--- config.mk ---
export PLATFORM = sky130hd
export DESIGN_NAME = fetch_sequencer
export DESIGN_NICKNAME = d
export VERILOG_FILES = /design/src/rtl/fetch_sequencer.sv
export SDC_FILE = /design/constraint.sdc
export NUM_CORES = 1
export LEC_CHECK = 0
export BUFFER_PORTS_ARGS = -buffer_cell sky130_fd_sc_hd__buf_2
export CAP_MARGIN = 20
export CORE_MARGIN = 2
export CORE_UTILIZATION = 40
export DETAILED_ROUTE_END_ITERATION = 16
export GPL_TIMING_DRIVEN = 0
export PLACE_DENSITY_LB_ADDON = 0.1
export REMOVE_ABC_BUFFERS = 1
export SLEW_MARGIN = 10
export SYNTH_ARGS = -nofsm -noshare
export SYNTH_HDL_FRONTEND = slang
export SYNTH_SLANG_ARGS = --single-unit
--- constraint.sdc ---
create_clock -name clk -period 1.9 [get_ports clk]
set_input_delay 0.38 -clock clk [delete_from_list [all_inputs] [get_ports clk]]
set_output_delay 0.38 -clock clk [all_outputs]
set_load 0.02 [all_outputs]
--- src/rtl/fetch_sequencer.sv ---
// Fetch-stage control sequencer: arbitrates branches, jumps, load-use hazards and
// external holds into stall, redirect and flush windows for the program memory block.
module fetch_sequencer #(
    parameter int          ADDR_W       = 16,
    parameter logic [5:0]  JUMP_OPC     = 6'b000010,
    parameter int          STALL_CYCLES = 1,
    parameter int          FLUSH_CYCLES = 2
) (
    input  logic              clk,
    input  logic              reset,
    input  logic [31:0]       ins_id,
    input  logic              branch_taken,
    input  logic [ADDR_W-1:0] branch_target,
    input  logic              load_use_hazard,
    input  logic              ext_hold,
    output logic              stall,
    output logic              stall_pm,
    output logic              pc_mux_sel,
    output logic [ADDR_W-1:0] jmp_loc,
    output logic              flush,
    output logic [2:0]        state
);

    typedef enum logic [2:0] {
        ST_RUN      = 3'd0,
        ST_STALL    = 3'd1,
        ST_HOLD     = 3'd2,
        ST_REDIRECT = 3'd3,
        ST_FLUSH    = 3'd4
    } state_t;

    // The redirect cycle itself counts as the first flush cycle.
    localparam logic [2:0] STALL_LOAD = 3'(STALL_CYCLES - 1);
    localparam logic [2:0] FLUSH_LOAD = 3'((FLUSH_CYCLES > 1) ? (FLUSH_CYCLES - 2) : 0);
    localparam logic       HAS_FLUSH  = (FLUSH_CYCLES > 1) ? 1'b1 : 1'b0;

    state_t              state_r;
    state_t              next_state_s;
    logic [2:0]          cnt_r;
    logic [2:0]          next_cnt_s;
    logic [ADDR_W-1:0]   next_jmp_s;
    logic                is_jump_s;
    logic                unused_ins_bits_s;

    assign is_jump_s         = (ins_id[31:26] == JUMP_OPC);
    assign unused_ins_bits_s = ^ins_id[25:ADDR_W];
    assign state             = state_r;

    // Next-state, counter and redirect-address decode with fixed request priority.
    always_comb begin
        next_state_s = state_r;
        next_cnt_s   = cnt_r;
        next_jmp_s   = jmp_loc;
        if (branch_taken) begin
            next_state_s = ST_REDIRECT;
            next_jmp_s   = branch_target;
            next_cnt_s   = 3'd0;
        end else begin
            case (state_r)
                ST_RUN: begin
                    if (is_jump_s) begin
                        next_state_s = ST_REDIRECT;
                        next_jmp_s   = ins_id[ADDR_W-1:0];
                    end else if (load_use_hazard) begin
                        next_state_s = ST_STALL;
                        next_cnt_s   = STALL_LOAD;
                    end else if (ext_hold) begin
                        next_state_s = ST_HOLD;
                    end else begin
                        next_state_s = ST_RUN;
                    end
                end
                ST_STALL: begin
                    if (cnt_r == 3'd0) begin
                        next_state_s = ST_RUN;
                    end else begin
                        next_cnt_s = cnt_r - 3'd1;
                    end
                end
                ST_HOLD: begin
                    if (!ext_hold) begin
                        next_state_s = ST_RUN;
                    end else begin
                        next_state_s = ST_HOLD;
                    end
                end
                ST_REDIRECT: begin
                    if (HAS_FLUSH) begin
                        next_state_s = ST_FLUSH;
                        next_cnt_s   = FLUSH_LOAD;
                    end else begin
                        next_state_s = ST_RUN;
                    end
                end
                ST_FLUSH: begin
                    if (cnt_r == 3'd0) begin
                        next_state_s = ST_RUN;
                    end else begin
                        next_cnt_s = cnt_r - 3'd1;
                    end
                end
                default: begin
                    next_state_s = ST_RUN;
                    next_cnt_s   = 3'd0;
                end
            endcase
        end
    end

    // State register with outputs registered from the decoded next state.
    always_ff @(posedge clk or negedge reset) begin
        if (!reset) begin
            state_r    <= ST_RUN;
            cnt_r      <= 3'd0;
            jmp_loc    <= {ADDR_W{1'b0}};
            stall      <= 1'b0;
            stall_pm   <= 1'b0;
            pc_mux_sel <= 1'b0;
            flush      <= 1'b0;
        end else begin
            state_r    <= next_state_s;
            cnt_r      <= next_cnt_s;
            jmp_loc    <= next_jmp_s;
            stall      <= (next_state_s == ST_STALL) || (next_state_s == ST_HOLD);
            stall_pm   <= (next_state_s == ST_STALL) || (next_state_s == ST_HOLD);
            pc_mux_sel <= (next_state_s == ST_REDIRECT);
            flush      <= (next_state_s == ST_REDIRECT) || (next_state_s == ST_FLUSH);
        end
    end

endmodule
==> results of run 1 <==
==> area by class of cell <==
class	instances	area, sq um	area share [%]
tap	44	55.1	3.32
multi-input combinational	88	599	36.1
timing repair buffer	66	345	20.8
sequential	25	627	37.8
inverter	2	7.51	0.452
clock buffer	4	26.3	1.58
==> through the flow <==
step	util, %	hold slack (ns)	instances
3_5_place_dp	52.6	0.407	223
6_report	54.8	0.0341	229
5_1_grt	54.8	0.0540	229
4_1_cts	53.5	0.0468	227
2_1_floorplan	-	0.0844	114
3_3_place_gp	52.6	0.405	223
==> repair_timing <==
item	CTS	global route
pin swaps	1	1
buffers inserted	0	1
endpoints found under the setup margin	4	18
hold buffers	0	0
gates cloned	0	1
gates resized for setup	1	1
==> flip-flops by register name (all words and copies together), names as in the netlist <==
register and count:
pc_mux_sel 1, state 3, flush 1, jmp_loc 16, stall_pm 1, cnt_r 3
==> worst max path at each step <==
stage,start,endpoint,slack [ns],depth (start not counted)
2_1_floorplan,state[1]$_DFF_PN0_,cnt_r[1]$_DFFE_PN0P_,0.17,4
4_1_cts,state[1]$_DFF_PN0_,jmp_loc[7]$_DFFE_PN0P_,0.03,4
5_1_grt,state[1]$_DFF_PN0_,jmp_loc[10]$_DFFE_PN0P_,0.04,5
3_5_place_dp,state[1]$_DFF_PN0_,jmp_loc[7]$_DFFE_PN0P_,0.005,4
6_report,state[1]$_DFF_PN0_,cnt_r[0]$_DFFE_PN0P_,0.18,4
3_3_place_gp,state[1]$_DFF_PN0_,cnt_r[1]$_DFFE_PN0P_,0.07,4
==> logic make-up after synthesis <==
kind of cell	count (synthesis)
flip-flops	25
multiplexers	16
AO/OA/AOI/OAI	24
adder cells (fa/ha/maj)	2
AND/OR/NAND/NOR	43
buffers and inverters	9
XOR/XNOR	2
==> placed cells by master (no fill, tap or decap), drive strengths merged, types with 2 or more instances in the layout <==
| cell type | netlist | final |
|---|---|---|
| buf | 3 | 66 |
| dfrtp | 25 | 25 |
| nand2 | 19 | 19 |
| o21ai | 17 | 17 |
| mux2i | 16 | 16 |
| nor2 | 9 | 9 |
| nand4 | 4 | 5 |
| clkbuf | 4 | 4 |
| inv | 2 | 2 |
| nand2b | 2 | 2 |
| a21oi | 2 | 2 |
| a211o | 2 | 2 |
| ha | 2 | 2 |
| nor4 | 2 | 2 |
==> per-layer routing <==
metal / up-vias / global-route usage, %
met5: - / 0
met4: 0 / 2.86
met3: 2 / 5.84
met2: 50 / 27.5
met1: 510 / 18.6
li1: 552 / -
==> power by group <==
group          switching [W]  internal (W)
registers          0.0000316      0.000578
clock network       0.000147     0.0000819
logic               0.000171      0.000118
total               0.000350      0.000778
==> results.toml, run 1 <==
[finish]
area_growth_pct = 32.2
diodes = 0
nFillCells = 288
stdcell_area_sq_um = 1660
nets = 241
drive_gt1_share_pct = 40.0

[global_routing]
grt_pass1_vias = 994
overflow = 0
gr-usage-all-layers_pct = 15.7
grt_max_degree = 42
grt_pass1_wl_um = 4250
grt_antenna_before_repair = 0

[routing]
drt_iter0_drc = 23
drt-met1-wl_um = 1150
wl_met3_um = 247
top_layer = "met4"
wl_met2_um = 1370
drt_pass1_iterations = 4
wire_per_inst_um = 12.2
drt_wl_total_um = 2780
drc_errors = 0
ant_nets = 0
route.vias.total = 1114
vias_per_cell = 4.86

[synthesis]
synthCells = 121
synth_area_sq_um = 1260
syn_avg_cell_area_sq_um = 10.4
synth_xor_area_share_pct = 1.39
synthAdderAreaFrac_pct = 1.99
synth.area.top_cells = "dfrtp_1, mux2i_1, o21ai_0"
muxShareOfSynthArea_pct = 12.7
synth-seq-cells = 25
synth_area_leader_cell = "dfrtp_1"
synth_compound_area_share_pct = 11.1
synth_ff_type = "dfrtp_1"
synthTopCellsByCount = "dfrtp_1, nand2_1, o21ai_0, mux2i_1, nor2_1"
synth_top_family_by_area = "simple AND/OR/NAND/NOR gates"
seq_area_frac_synth_pct = 49.8
ys_async_sr_fraction_pct = 100
synth_top_area_share_pct = 49.8
yosys.area_share.simple_pct = 18.8
yosys.cell_types.count = 29
synth_edf_count = 0
yosysMostFrequentCell = "dfrtp_1"
ys_warn_count = 0

[timing]
finalWorstSetupSlack_ns = 0.179
clock_skew_ns = 0.00618
setup_tns_ns = 0
fmax_ghz = 0.581
min_period_over_period_pct = 90.6
slew_violations = 0
rsz0062_at_grt = "no"
hold_violations = 0
maxSlewHeadroom_pct = 59.9
setup_violations = 0
fin_crit_ns = 1.72
tightest_slew_ns = 0.601

[cts]
cts.htree.levels = 1
root_buffer = "clkbuf_4"
cts_buffers = 3
cts_tree = "built"
cts.sinks = 25
cts.reportedPaths.clkPinSlew_ns = 0.13
cts_max_path_buffers = 2
clkLatencyLatePin_ns = 0.31

[die]
num_io_pins = 76
initial_utilization_pct = 41.5
rows = 20
die-area_sq_um = 3600
die_h_um = 60.0
fp.coreArea_sq_um = 3030
die_w_um = 60.0

[setup_path]
r2r_slack_ns = 0.18
crit_chain = "nor4_4, nand4_4, a211o_1, nand2_1"
worstPathArrival_ns = 1.97
reg2reg_from = "state[1]$_DFF_PN0_"
critPathKind = "register to register"
end_kind = "register"
worstSetupStartpointType = "register"
critPathBufInv = 0
critPathSlowestCell = "dfrtp_2"
cp.required_ns = 2.15
max_stage_delay_ns = 0.49
path_delay_family = "simple AND/OR/NAND/NOR gates"
r2r_end = "cnt_r[0]$_DFFE_PN0P_"
reg2reg_depth = 4
path_max_fanout = 11

[pwr]
p_leak_nw = 0.932
p_per_area_nw_per_um2 = 679
ir_worst_vdd_mv = 0.338
power_w = 0.00113

[placement]
place_congestion = 0.695
hpwl_um = 1900
port_buffers = 65
pre_cts_ws_ns = 0.00461
placed_area_sq_um = 1590

[hold_path]
hold_class = "input pin to async pin"

[job]
cap_violations = 0

[run_status]
outcome = "complete, no violations"
Note: power is estimated with default switching activity, not from simulation.
==> run 2: changes to the inputs <==
- BUFFER_PORTS_ARGS: -buffer_cell sky130_fd_sc_hd__buf_2 -> not set
- DONT_BUFFER_PORTS: not set -> 1
==> run 2 against run 1 <==
  * Wire length is 12% lower
  * Largest power group unchanged
  * Global-route usage is 1.8 points lower
  * Die area stayed put
==> results.toml, run 2 (same netlist as run 1, synthesis figures left out) <==
[routing]
drt_iter0_drc = 29
drc_errors = 0
route.vias.total = 895
vias_per_cell = 5.42
drt_pass1_iterations = 4
ant_nets = 0
wire_per_inst_um = 14.9
drt_wl_total_um = 2450

[finish]
diodes = 0
area_growth_pct = 7.27
regMostFlops = "jmp_loc"
largest_register_ffs = 16
layout_common_cells = "dfrtp_1, nand2_1, o21ai_0"
drive_gt1_share_pct = 8.26
nets = 177
utilization_pct = 44.5
final_common_cell = "dfrtp_1"

[setup_path]
worstPathArrival_ns = 2.02
reg2reg_from = "state[1]$_DFF_PN0_"
max_stage_delay_ns = 0.56
reg2reg_depth = 4
end_kind = "register"
critPathSlowestCell = "dfrtp_1"
worstSetupStartpointType = "register"
r2r_end = "cnt_r[1]$_DFFE_PN0P_"
critPathLaunch = "state[1]$_DFF_PN0_"
path_depth = 4
endpoint = "cnt_r[1]$_DFFE_PN0P_"
cp.required_ns = 2.16
critPathBufInv = 0
path_max_fanout = 12
critPathKind = "register to register"
r2r_slack_ns = 0.14
path_delay_family = "simple AND/OR/NAND/NOR gates"
crit_chain = "nor4_4, nand4_4, a211o_1, nand2_1"

[die]
die_w_um = 60.0
die-area_sq_um = 3600
fp.coreArea_sq_um = 3030
die_h_um = 60.0
num_io_pins = 76
rows = 20
initial_utilization_pct = 41.5

[timing]
min_period_over_period_pct = 92.4
rsz0062_at_grt = "no"
maxSlewHeadroom_pct = 69.4
tightest_slew_ns = 0.458
clock_skew_ns = 0.00883
fmax_ghz = 0.569
fin_hold_ws_ns = 0.116
slew_violations = 0
hold_violations = 0
fin_crit_ns = 1.76
setup_violations = 0

[global_routing]
grt_antenna_before_repair = 0
grt_max_degree = 42
overflow = 0
gr-usage-all-layers_pct = 14.0
grt_pass1_vias = 801
grt_pass1_wl_um = 3750

[cts]
root_buffer = "clkbuf_4"
cts.sinks = 25
cts.htree.levels = 1
cts.reportedPaths.clkPinSlew_ns = 0.13
cts_tree = "built"
cts_max_path_buffers = 2
cts_buffers = 3
clkLatencyLatePin_ns = 0.31

[placement]
port_buffers = 0
hpwl_um = 1610
place_congestion = 0.745

[pwr]
p_per_area_nw_per_um2 = 769
ir_worst_vdd_mv = 0.525
p_leak_nw = 0.674

[hold_path]
hold_class = "input pin to register"

[run_status]
outcome = "complete, no violations"

[job]
cap_violations = 0
-- run 2: routing by layer --
metal	vias up	wire (um)	GRT usage [%]
li1	424	-	-
met1	416	996	18.1
met2	53	1140	21.3
met3	2	311	7.36
met4	0	6	1.90
met5	-	0	0
-- run 2: power by group --
part           switching (W)  internal, W
combinational      0.0000751    0.0000655
clock               0.000145    0.0000786
sequential         0.0000942     0.000578
-- run 2: layout make-up --
class	count	area, sq um
fillers	285	1680
multi-input cells	88	602
inverters	2	7.51
clock inverters	1	5.00
repair buffers	2	30.0
flip-flops and latches	25	626
well taps	44	55.1
clock buffers	3	22.5
-- run 2: per-stage QoR --
step	TNS (ns)	power [W]	setup WS (ns)	instances	area (sq um)
2_1_floorplan	0	0.000775	0.173	114	1210
3_3_place_gp	-0.0334	0.000799	-0.0189	158	1270
3_5_place_dp	-0.661	0.000803	-0.0635	158	1270
4_1_cts	0	0.00106	0.0628	165	1350
5_1_grt	0	0.00112	0.0204	165	1350
6_report	0	0.00104	0.143	165	1350
-- run 2: what timing repair did --
action	CTS	global route
cloned	1	0
hold endpoints to repair	25	0
buffers inserted	0	0
hold buffers	2	0
pin swaps	2	0
gates resized for setup	1	1
setup endpoints to repair	19	12
-- run 2: worst min path at each step --
stage	start	slack (ns)	end	cells after the start
2_1_floorplan	reset	0.08	cnt_r[0]$_DFFE_PN0P_	0
5_1_grt	branch_taken	0.08	cnt_r[2]$_DFFE_PN0P_	1
4_1_cts	branch_taken	0.1	cnt_r[2]$_DFFE_PN0P_	1
6_report	branch_taken	0.12	cnt_r[2]$_DFFE_PN0P_	1
3_5_place_dp	reset	0.09	state[0]$_DFF_PN0_	0
3_3_place_gp	reset	0.09	state[0]$_DFF_PN0_	0
==> run 3: changes to the inputs <==
- CELL_PAD_IN_SITES_DETAIL_PLACEMENT: not set -> 0
- CELL_PAD_IN_SITES_GLOBAL_PLACEMENT: not set -> 2
- CORE_UTILIZATION: 40 -> 34
==> run 3 against run 2 <==
  * First-iteration DRC count is 14% higher
  * Combinational power hardly changed
  * Worst hold slack better by 0.061 ns
  * Largest power group unchanged
  * Final cell count is 3.0% higher
  * Core utilization is 6.0 points lower
  * Count of clock-buffer cells in the layout stayed put
  * Critical path type unchanged
  * Global-route usage is 0.18 points lower
  * Final area is 3.1% higher
==> results.toml, run 3 (same netlist as run 1, synthesis figures left out) <==
[run_status]
outcome = "complete, no violations"

[setup_path]
end_kind = "register"
r2r_slack_ns = 0.13
worstSetupStartpointType = "register"
worstPathArrival_ns = 1.91
path_max_fanout = 11
reg2reg_depth = 4
cp.required_ns = 2.05
critPathKind = "register to register"

[placement]
port_buffers = 0
hpwl_um = 1810
place_congestion = 0.715
placed_area_sq_um = 1270
pre_cts_ws_ns = -0.0742

[finish]
diodes = 0
regMostFlops = "jmp_loc"
layout_common_cells = "dfrtp_1, nand2_1, o21ai_0"
utilization_pct = 38.5
drive_gt1_share_pct = 8.20
final_common_cell = "dfrtp_1"
largest_register_ffs = 16
nets = 178
stdcell_area_sq_um = 1390
area_growth_pct = 10.6

[timing]
min_period_over_period_pct = 93.0
hold_violations = 0
tightest_slew_ns = 0.518
maxSlewHeadroom_pct = 65.3
slew_violations = 0
fin_crit_ns = 1.77
rsz0062_at_grt = "no"
setup_violations = 0
setup_tns_ns = 0
clock_skew_ns = 0.00414
fmax_ghz = 0.566
finalWorstSetupSlack_ns = 0.132

[pwr]
p_leak_nw = 0.693
p_per_area_nw_per_um2 = 808
ir_worst_vdd_mv = 0.281

[die]
num_io_pins = 76
die_h_um = 64.8
initial_utilization_pct = 34.8
die-area_sq_um = 4200
rows = 22
die_w_um = 64.8
fp.coreArea_sq_um = 3610

[routing]
ant_nets = 0
route.vias.total = 890
wire_per_inst_um = 17.0
drt_iter0_drc = 33
vias_per_cell = 5.24
drt_wl_total_um = 2880
drc_errors = 0
drt_pass1_iterations = 4

[global_routing]
grt_pass1_vias = 877
grt_max_degree = 42
busiest_layer = "met2"
grt_pass1_wl_um = 4370
grt_antenna_before_repair = 0
overflow = 0
gr-usage-met1_pct = 16.7
grt_use_met2_pct = 23.7
gr-usage-all-layers_pct = 13.8
met3_usage_pct = 4.51

[cts]
cts.reportedPaths.clkPinSlew_ns = 0.09
root_buffer = "clkbuf_8"
cts.htree.levels = 1
cts_buffers = 3
cts_tree = "built"
cts_max_path_buffers = 2
cts.sinks = 25
clkLatencyLatePin_ns = 0.26

[job]
cap_violations = 0

[hold_path]
hold_class = "input pin to register"
holdPathStages = 1
[run 3: cell count changes in the layout (fill, tap and decap cells not counted), sizes merged]
cell,delta
buf,+1
[run 3: power by group]
part | switching (W) | internal (W) | total (W)
Clock | 0.000162 | 0.000146 | 0.000308
Combinational | 0.0000768 | 0.0000649 | 0.000142
Sequential | 0.0000951 | 0.000578 | 0.000673
Total | 0.000334 | 0.000789 | 0.00112
[run 3: final cells by class]
cell class,count,area (sq um)
Fill cell,373,2220
Sequential cell,25,626
Multi-Input combinational cell,88,599
Tap cell,48,60.1
Timing Repair Buffer,3,50.0
Clock buffer,3,41.3
Inverter,2,7.51
Clock inverter,1,5.00
[run 3: worst paths after layout]
check                                          start                 endpoint
worst min-delay path                    branch_taken     cnt_r[2]$_DFFE_PN0P_
worst max-delay path              state[0]$_DFF_PN0_   jmp_loc[8]$_DFFE_PN0P_
worst min register to register  cnt_r[0]$_DFFE_PN0P_     cnt_r[0]$_DFFE_PN0P_
worst max register to register    state[0]$_DFF_PN0_   jmp_loc[8]$_DFFE_PN0P_
max in group asynchronous                      reset  jmp_loc[14]$_DFFE_PN0P_
min in group asynchronous                      reset   jmp_loc[3]$_DFFE_PN0P_
[run 3: metal layers]
layer / routed length, um / share of wire [%]
met5: 0 / 0
met2: 1430 / 50
met1: 1180 / 41
met4: 12 / 0.42
met3: 258 / 8.9
[run 3: through the flow]
step	power [W]	instances	hold slack, ns
after global routing	0.00119	170	0.159
final	0.00112	170	0.177
after CTS	0.00115	170	0.162
after detailed placement	0.000806	162	0.0851
after floorplan	0.000775	114	0.0844
after global placement	0.000801	162	0.0850
[run 3: what timing repair did]
item | in CTS | in global routing
hold endpoints to repair | 25 | 0
resized for setup | 1 | 0
buffers inserted | 1 | 0
pin swaps | 1 | 1
endpoints found under the setup margin | 19 | 12
hold buffers | 2 | 0
cloned | 1 | 0
[run 3: worst max-delay path: stages (launching register included)]
cell and delay (ns):
dfrtp_1 0.53, nor2_1 0.46, nand4_4 0.35, mux2i_1 0.22, o21ai_0 0.09
